`src/rtl/code2421_frame_decoder.sv`:
```
// code2421_frame_decoder
//
// This is the receive end of the 2421 digit link. It accepts a stream of
// 4-bit 2421-coded digits, most significant digit first, over a valid/ready
// handshake. Each digit is decoded to BCD and checked for legality. NDIGITS
// digits are packed into one BCD word, which is handed downstream over an
// output valid/ready handshake together with a sticky frame error flag.
//
// Parameters:
//   NDIGITS    digits per frame (1..8)
//   BIN_W      width of out_bin; needs 2^BIN_W > 10^NDIGITS - 1
//
// Ports:
//   clk        system clock, rising edge
//   rst_n      asynchronous active-low reset
//   in_code    2421-coded digit
//   in_valid   in_code is valid this cycle
//   in_ready   decoder accepts a digit this cycle
//   flush      synchronous abort of the partial frame (ignored while a word is pending)
//   out_bcd    packed BCD word, MSD in the top nibble
//   out_err    at least one illegal code was seen in the frame
//   out_valid  out_bcd/out_err (and out_bin) are valid
//   out_ready  consumer takes the word
//   out_bin    binary value of the frame (only with CODE2421_BIN_OUT_EN)
//   digit_cnt  digits accepted so far in the current frame
//
// Optional feature: define CODE2421_BIN_OUT_EN to add the out_bin port and
// the bin = bin*10 + digit accumulator behind it.

module code2421_frame_decoder #(
  parameter int NDIGITS = 4,
  parameter int BIN_W   = 14
) (
  input  logic                   clk,
  input  logic                   rst_n,
  input  logic [3:0]             in_code,
  input  logic                   in_valid,
  output logic                   in_ready,
  input  logic                   flush,
  output logic [4*NDIGITS-1:0]   out_bcd,
  output logic                   out_err,
  output logic                   out_valid,
  input  logic                   out_ready,
`ifdef CODE2421_BIN_OUT_EN
  output logic [BIN_W-1:0]       out_bin,
`endif
  output logic [2:0]             digit_cnt
);

  localparam int W = 4 * NDIGITS;
  // digit_cnt never holds NDIGITS itself: the final accept wraps it to 0.
  localparam logic [2:0] LAST_CNT = 3'(NDIGITS - 1);

  // Reject configurations the counter or the binary output cannot represent.
  if ((NDIGITS < 1) || (NDIGITS > 8) || (BIN_W < 4) || (BIN_W > 32)) begin : g_bad_params
    $error("code2421_frame_decoder: unsupported NDIGITS/BIN_W");
  end

  typedef enum logic {
    COLLECT = 1'b0,
    OUTPUT  = 1'b1
  } state_t;

  state_t         state, state_next;
  logic [W-1:0]   acc;
  logic [W-1:0]   acc_next;
  logic           err;
  logic           err_next;
  logic [2:0]     cnt;
  logic [3:0]     nib;
  logic           illegal;
  logic           last;

  // 2421 decode: 0..4 map directly, 11..15 map to 5..9 by subtracting 6.
  // Codes 5..10 are illegal and contribute a zero nibble.
  always_comb begin
    nib     = 4'd0;
    illegal = 1'b0;
    if (in_code <= 4'd4) begin
      nib = in_code;
    end else if (in_code >= 4'd11) begin
      nib = in_code - 4'd6;
    end else begin
      illegal = 1'b1;
    end
  end

  // A shift rather than a slice keeps NDIGITS=1 legal.
  assign acc_next  = (acc << 4) | W'(nib);
  assign err_next  = err | illegal;
  assign last      = (cnt == LAST_CNT);
  assign digit_cnt = cnt;

  always_ff @(posedge clk or negedge rst_n) begin
    if (!rst_n) begin
      state <= COLLECT;
    end else begin
      state <= state_next;
    end
  end

  // Flush beats a simultaneous accept, so it also blocks the move to OUTPUT.
  always_comb begin
    state_next = state;
    in_ready   = 1'b0;
    out_valid  = 1'b0;
    case (state)
      COLLECT: begin
        in_ready = 1'b1;
        if (!flush && in_valid && last) begin
          state_next = OUTPUT;
        end
      end
      OUTPUT: begin
        out_valid = 1'b1;
        if (out_ready) begin
          state_next = COLLECT;
        end
      end
      default: state_next = COLLECT;
    endcase
  end

  // The accumulator and flag are cleared as the word is handed to the output
  // registers. Nothing can be accepted in OUTPUT, so they are already clear
  // when the handshake returns the FSM to COLLECT.
  always_ff @(posedge clk or negedge rst_n) begin
    if (!rst_n) begin
      acc     <= '0;
      err     <= 1'b0;
      cnt     <= 3'd0;
      out_bcd <= '0;
      out_err <= 1'b0;
    end else if (state == COLLECT) begin
      if (flush) begin
        acc <= '0;
        err <= 1'b0;
        cnt <= 3'd0;
      end else if (in_valid) begin
        if (last) begin
          out_bcd <= acc_next;
          out_err <= err_next;
          acc     <= '0;
          err     <= 1'b0;
          cnt     <= 3'd0;
        end else begin
          acc <= acc_next;
          err <= err_next;
          cnt <= cnt + 3'd1;
        end
      end
    end
  end

`ifdef CODE2421_BIN_OUT_EN
  logic [BIN_W-1:0] bin_acc;
  logic [BIN_W-1:0] bin_next;

  // Illegal digits already decode to 0, so they add nothing here.
  assign bin_next = bin_acc * BIN_W'(10) + BIN_W'(nib);

  always_ff @(posedge clk or negedge rst_n) begin
    if (!rst_n) begin
      bin_acc <= '0;
      out_bin <= '0;
    end else if (state == COLLECT) begin
      if (flush) begin
        bin_acc <= '0;
      end else if (in_valid) begin
        if (last) begin
          out_bin <= bin_next;
          bin_acc <= '0;
        end else begin
          bin_acc <= bin_next;
        end
      end
    end
  end
`endif

endmodule

```
`config.mk`:
```
export PLATFORM = sky130hd
export DESIGN_NAME = code2421_frame_decoder
export DESIGN_NICKNAME = d
export VERILOG_FILES = /design/src/rtl/code2421_frame_decoder.sv
export SDC_FILE = /design/constraint.sdc
export NUM_CORES = 1
export LEC_CHECK = 0
export BUFFER_PORTS_ARGS = -buffer_cell sky130_fd_sc_hd__buf_2
export CAP_MARGIN = 20
export CORE_ASPECT_RATIO = 0.6
export CORE_MARGIN = 10
export CORE_UTILIZATION = 29
export DETAILED_ROUTE_END_ITERATION = 12
export SLEW_MARGIN = 40
export SYNTH_ARGS = -nofsm -noshare
export SYNTH_HDL_FRONTEND = slang
export SYNTH_SLANG_ARGS = --single-unit
```
`constraint.sdc`:
```
create_clock -name clk -period 1.7 [get_ports clk]
set_input_delay 0.255 -clock clk [delete_from_list [all_inputs] [get_ports clk]]
set_output_delay 0.255 -clock clk [all_outputs]
set_load 0.01 [all_outputs]
```
After elaboration in Yosys (flattened, before gate mapping)
Index checks and enable logic that the tools add are counted.

Bits in read-only memories: 0. Output and inout port bits: 22. Word-level logic and storage cells: 39. Input bits: 9. Memory bits (writable): 0. Memories: 0. Latch bits: 0. Register bits after elaboration: 34.

Mux-type cells: 18. Order comparisons: 2. Divide/modulo/power cells: 0. $mul: 0. Add/subtract/negate cells: 2. Shift operators: 0. Equal/unequal tests: 1. Bitwise logic cells: 4. Reduce and logical (&&, ||, !) cells: 6.

Operators by type and width (count): $mux W12 (3); $or A16 B4 Y16 (1); $mux W1 (9); $mux W3 (3); $mux W4 (2); $ge A4 B4 Y1 const B (1); $le A4 B3 Y1 const B (1); $reduce_and A4 Y1 (1); $sub A4 B3 Y4 const B (1); $add A3 B1 Y3 const B (1); $eq A3 B2 Y1 const B (1); $logic_and A1 B1 Y1 (2); $not A1 Y1 (2); $pmux W1 S2 (1); $reduce_and A2 Y1 (1); $reduce_bool A2 Y1 (1); $logic_not A1 Y1 (1); $or A1 B1 Y1 (1).

Logic depth before layout (Yosys ltp)
Gate-level depths: netlist of the first run.

Depth in word-level cells: 7. Mapped depth: 5. Mapped depth without buffers: 4.

Least setup slack after synthesis of the first run
Ideal clock, no wire load.

Kind: reg2reg. Start point: register cnt[0] (netlist: digit_cnt[0]). End point: register out_bcd[12]. Required time: 1.575 ns. Stages on the path, launching flop included: 6. Setup time: 0.125 ns. Buffers on the path: 2. Period minus slack after synthesis: 1.531 ns. Path slack: 0.169 ns. Arrival: 1.406 ns. Cells stage by stage: dfrtp_1 > ha_1 > and4b_1 > buf_6 > buf_12 > mux2_4.

Longest elaborated chain between the ends: 2.

Ends and longest elaborated chain: start: declaration (RTL line 69) `logic [2:0] cnt;`; start signal: assignment (RTL line 149) `cnt <= cnt + 3'd1;`; $eq A3 B2 Y1 (RTL line 91) `assign last = (cnt == LAST_CNT);`; $reduce_and A4 Y1 (no source line); end signal: assignment (RTL line 141) `out_bcd <= acc_next;`; end: declaration (RTL line 40) `output logic [4*NDIGITS-1:0] out_bcd,`.

No other way between the ends. A chain may end at the register's enable or synchronous reset.

Final worst setup path of the first run
Start point: register cnt[0] (netlist: digit_cnt[0]). End point: register out_bcd[7].

Same word-level chain as after synthesis.

==> run summary, run 1 <==
Flops & latches, synth: 34
Critical path arrival: 1.67 ns
Max Cap Viol: 0
Leakage: 0.933 nW
Final worst setup slack: 0.200 ns
Core Rows: 19
Synth unique cells: 32
Worst hold slack: 0.142 ns
Drt total wl: 3.07 mm
Clock share of power: 0.409
Gate Count Post-Synth: 104
Avg Inst Size Synth: 14.0 sq um
Setup_tns: 0 ns
Relative slew slack: 0.720
Nets: 152
Non-Filler Instances: 205
Hold WC Path Type: primary input to register
Period utilization: 0.882
Met3 GRT Util: 0.0429
Crit path required time: 1.87 ns
Setup Skew: 0.00722 ns
Layout area overhead: 22.7%
Initial DRC count: 32
CTS root buffer: clkbuf_8
Final ANT Viol Nets: 0
TritonCTS clock tree: yes
Post-synth top area share: 0.583
GR Overflow Total: 0
Fmax: 667 MHz
Area post-placement: 1670 sq um
GR peak layer: met2
Pwr Density: 975 nW/um^2
Initial Util: 0.310
Synth area leader: dfrtp_1
Core region area: 4710 sq um
Gates resized, CTS repair: 0
Yosys warnings: 0
Final max-slew violation count: 0
Share of layout cells above drive strength 1: 0.423
Cell internal pwr: 0.00135 W
Crit path kind: register to register
RSZ-0062 raised after global routing: false
Sequential share of the synthesized area: 0.583
Clock Latency Late Sink: 0.28 ns
Crit. End Element: register
Maximum VDD drop: 0.320 mV
Final min period: 1.50 ns
First-pass GRT wire length: 5.22 mm
RD Place Congestion: 0.784
Post-CTS Setup Repair Bufs: 0
# port buffers: 30
Mapped Area: 1460 sq um
Initial antenna violation count: 0
Post-Syn Nets: 115
DPL Wire Length: 2.35 mm
Worst slew pin tran: 0.420 ns
Flop pwr share: 0.495
Critical Path Start Type: register
Sw power: 0.000398 W
Placed Cells: 196
DR WL/cell: 15.0 microns
Filler Cell Count: 459
CTS buffer count: 5
Die area: 8360 sq um
Total number of vias: 987
CP Max Fanout: 10
Gr usage total: 0.0774
Vias in the first global route: 1033
Die H: 74.9 microns
Global-route track usage on met1: 0.0967
Dpl ws: 0.210 ns
Vias per std cell: 4.81
DRC: 0
Finished Cell Area: 1790 sq um
Antenna cells: 0
Clk slew on worst S/H paths: 0.07 ns
IO Count: 31
Clock Tree Buf Depth: 2
Comb power frac: 0.095
Hold violation total from the final report: 0
DR pass1 iterations: 4
CTS sink cnt: 34
CTS Hold Bufs: 0
Sw frac: 0.228
Top cells by area, synth: dfrtp_1 (58%), mux2_4 (8.2%), a22o_1 (7.2%)
GRT met2 Usage: 0.115
Final setup vio count: 0
Die Wd: 112 microns
Status: finished, final reports clean
Pin count of the biggest net entering global routing: 35
Htree depth: 2
[power groups by stage]
| stage | logic (W) | clock network [W] | registers, W |
|---|---|---|---|
| 2_1_floorplan | 0.0000784 | 0 | 0.000887 |
| 3_3_place_gp | 0.000163 | 0 | 0.000878 |
| 3_5_place_dp | 0.000167 | 0 | 0.000880 |
| 4_1_cts | 0.000170 | 0.000738 | 0.000865 |
| 5_1_grt | 0.000190 | 0.000773 | 0.000869 |
| 6_report | 0.000166 | 0.000714 | 0.000864 |
[worst paths after layout]
path | from | cells after the start | slack (ns) | end
worst max-delay path | digit_cnt[0] | 4 | 0.20 | out_bcd[7]
worst min-delay path | out_ready | 2 | 0.14 | state
worst max register to register | digit_cnt[0] | 4 | 0.20 | out_bcd[7]
worst min register to register | err | 1 | 0.50 | err
max in group asynchronous | rst_n | 2 | 0.94 | out_bcd[13]
min in group asynchronous | rst_n | 2 | 0.45 | out_bcd[10]
[stage by stage]
stage               total power (W)   util
floorplan                  0.000966      -
global route                0.00183  0.380
CTS                         0.00177  0.378
finish                      0.00175  0.380
detailed placement          0.00105  0.355
global placement            0.00104  0.355
[cells by family (layout without fill, tap and decap cells)]
kind of cell,count (synthesis),in the layout,synth area share
adder cells (fa/ha/maj),2,2,0.0171
flip-flops,34,34,0.583
multiplexers,17,17,0.151
AND/OR/NAND/NOR,17,17,0.0686
buffers and inverters,8,46,0.0386
AO/OA/AOI/OAI,26,26,0.142
[final cells by class]
cell class	instances	area, sq um	share of cell area
clock buffers	5	68.8	0.0384
flip-flops and latches	34	851	0.475
inverters	4	15.0	0.00839
clock inverters	3	40.0	0.0224
well taps	63	78.8	0.0440
repair buffers	34	185	0.103
multi-input cells	62	552	0.308
[state kept, by name, indices dropped and copies added (netlist names)]
register and count:
err 1, digit_cnt 3, acc 12, out_bcd 16
out_err 1, state 1
[synthesized netlist by cell type, drive strengths merged]
cell type and instances:
o2bb2ai 1, nand4 1, ha 2, nor2b 3, o21ai 2, a22oi 1, or3 1, a211o 1
a221o 1, o211ai 1, a21oi 2, a21o 1, nand2 4, nand2b 1, a31o 1, mux2i 1
nor2 1, and3 1, mux2 16, nor3b 1, o21bai 2, dfrtp 34, nand3 2, buf 4
and4b 1, a22o 12, o21a 1, inv 4, or2 1
[worst max-delay path, cell delays in order, from the launching register on]
cell     delay [ns]
dfrtp_1        0.39
ha_1           0.20
and4b_1        0.23
buf_4          0.22
mux2_2         0.36
[cell usage in the layout, fill, tap and decap left out, types with 2 or more instances in the layout]
cell,Yosys,final
inv_1,4,4
a21oi_1,2,2
nand3_1,2,2
buf_2,2,29
clkinv_2,0,2
mux2_4,8,8
o21ai_0,2,2
clkbuf_8,0,5
dfrtp_1,34,34
nand2_1,4,4
ha_1,2,2
buf_4,0,4
mux2_2,8,8
a22o_1,12,12
nor2b_1,3,3
o21bai_1,2,2
[layer usage]
layer | wire [microns] | share of wire | vias up
li1 | - | - | 457
met1 | 1420 | 0.46 | 496
met2 | 1390 | 0.45 | 34
met3 | 270 | 0.088 | 0
met4 | 0 | 0 | 0
met5 | 0 | 0 | -
(Power assumes the default switching activity.)
==> run 2, diff against run 1 <==
- MAX_ROUTING_LAYER: default -> met4
==> run summary, run 2 (synthesis results as in run 1) <==
Final setup vio count: 0 (unchanged)
Htree depth: 2 (unchanged)
Number of flip-flops under the largest register name: 16 (unchanged)
Status: finished, final reports clean
Hold violation total from the final report: 0 (unchanged)
Crit path kind: register to register
Gr usage total: 0.0799 (+0.00246)
Critical path arrival: 1.67 ns (about the same)
RSZ-0062 raised after global routing: false
CTS buffer count: 5 (unchanged)
Most frequent cells in the layout: dfrtp_1 (34), buf_2 (29), a22o_1 (12), mux2_4 (8), mux2_2 (8)
Die area: 8360 sq um (unchanged)
Clock Latency Late Sink: 0.28 ns (about the same)
RD Place Congestion: 0.794 (+1.4%)
Top reg by flops: out_bcd
DR WL/cell: 15.0 microns (about the same)
CTS sink cnt: 34 (unchanged)
DR pass1 iterations: 4 (unchanged)
Critical Path Start Type: register
Area post-placement: 1670 sq um (unchanged)
Die H: 74.9 microns (unchanged)
Maximum VDD drop: 0.320 mV (about the same)
FF-to-FF path depth: 4 (unchanged)
Final max-slew violation count: 0 (unchanged)
Final min period: 1.50 ns (+0.000657 ns)
WHS Path Cells: 2 (unchanged)
Finished Cell Area: 1790 sq um (unchanged)
Commonest non-fill, non-tap cell in the layout: dfrtp_1
Antenna cells: 0 (unchanged)
Max Cap Viol: 0 (unchanged)
R2r endpoint: out_bcd[7]
CTS root buffer: clkbuf_8
Leakage: 0.933 nW (unchanged)
DRC: 0 (unchanged)
CP Max Fanout: 10 (unchanged)
Period utilization: 0.883 (about the same)
Vias in the first global route: 1035 (+0.19%)
R2R Path Start: digit_cnt[0]
Worst Setup SP: digit_cnt[0]
Initial Util: 0.310 (unchanged)
Clock Tree Buf Depth: 2 (unchanged)
Core Rows: 19 (unchanged)
Vias per std cell: 4.82 (+0.20%)
R2r setup slk: 0.20 ns (about the same)
Initial DRC count: 26 (-19%)
Drt total wl: 3.08 mm (about the same)
Setup Skew: 0.00722 ns (-0.0000000200 ns)
Nets: 152 (unchanged)
Worst slew pin tran: 0.420 ns (+0.0000254 ns)
Crit path required time: 1.87 ns (about the same)
# port buffers: 30 (unchanged)
Share of layout cells above drive strength 1: 0.423 (unchanged)
Total number of vias: 989 (+0.20%)
GR Overflow Total: 0 (unchanged)
Crit. End Element: register
Clk slew on worst S/H paths: 0.07 ns (about the same)
Setup_tns: 0 ns (unchanged)
Final ANT Viol Nets: 0 (unchanged)
DPL Wire Length: 2.35 mm (unchanged)
TritonCTS clock tree: yes
First-pass GRT wire length: 5.23 mm (+0.13%)
Fmax: 666 MHz (about the same)
Crit path capture: out_bcd[7]
Pwr Density: 975 nW/um^2 (about the same)
Die Wd: 112 microns (unchanged)
IO Count: 31 (unchanged)
Relative slew slack: 0.720 (about the same)
Hold WC Path Type: primary input to register
Filler Cell Count: 459 (unchanged)
Core region area: 4710 sq um (unchanged)
Pin count of the biggest net entering global routing: 35 (unchanged)
Initial antenna violation count: 0 (unchanged)
Gates resized, CTS repair: 0 (unchanged)
Layout area overhead: 22.7% (unchanged)
## run 2: cell counts in the layout (fill, tap and decap cells not counted)
Identical to the previous run, type by type.
## run 2: timing repair
| action | in CTS | in global routing |
|---|---|---|
| endpoints found under the hold margin | 0 | 34 |
| setup endpoints to repair | 0 | 0 |
| hold buffers | 0 | 1 |
| setup buffers | 0 | 0 |
## run 2: report_power, final
part           internal, W  total [W]  switching, W  leakage, nW
combinational    0.0000740   0.000166     0.0000925        0.409
clock             0.000431   0.000714      0.000283       0.0579
sequential        0.000842   0.000864     0.0000225        0.466
## run 2: how the worst min path moves through the flow
| stage | startpoint | endpoint | slack, ns |
|---|---|---|---|
| 6_report | out_ready | state | 0.14 |
| 3_3_place_gp | rst_n | out_bcd[14] | 0.35 |
| 3_5_place_dp | rst_n | out_bcd[14] | 0.37 |
| 5_1_grt | out_ready | state | 0.14 |
| 4_1_cts | rst_n | out_bcd[14] | 0.07 |
| 2_1_floorplan | rst_n | acc[0] | -0.04 |
## run 2: critical path, stage by stage, from the launching register on
cell	delay, ns
dfrtp_1	0.39
ha_1	0.20
and4b_1	0.23
buf_4	0.22
mux2_2	0.36
## run 2: area by class of cell
cell class | count | area [sq um] | area share
clock buffers | 5 | 68.8 | 0.0384
well taps | 63 | 78.8 | 0.0440
flip-flops and latches | 34 | 851 | 0.475
clock inverters | 3 | 40.0 | 0.0224
inverters | 4 | 15.0 | 0.00839
repair buffers | 34 | 185 | 0.103
multi-input cells | 62 | 552 | 0.308
## run 2: stage by stage
step / power, W / utilization / setup WS [ns] / hold WS [ns] / instances
floorplan: 0.000966 / - / 0.169 / -0.0406 / 104
finish: 0.00175 / 0.380 / 0.199 / 0.142 / 205
global placement: 0.00104 / 0.355 / 0.250 / 0.345 / 196
detailed placement: 0.00105 / 0.355 / 0.210 / 0.373 / 196
global route: 0.00183 / 0.380 / 0.111 / 0.137 / 205
CTS: 0.00177 / 0.378 / 0.207 / 0.0679 / 204
## run 2: metal layers
layer | up-vias | wire [microns] | GRT usage | share of wire
li1 | 457 | - | - | -
met1 | 498 | 1500 | 0.101 | 0.49
met2 | 34 | 1390 | 0.115 | 0.45
met3 | 0 | 190 | 0.0349 | 0.062
met4 | 0 | 0 | 0.0184 | 0
met5 | - | 0 | - | 0
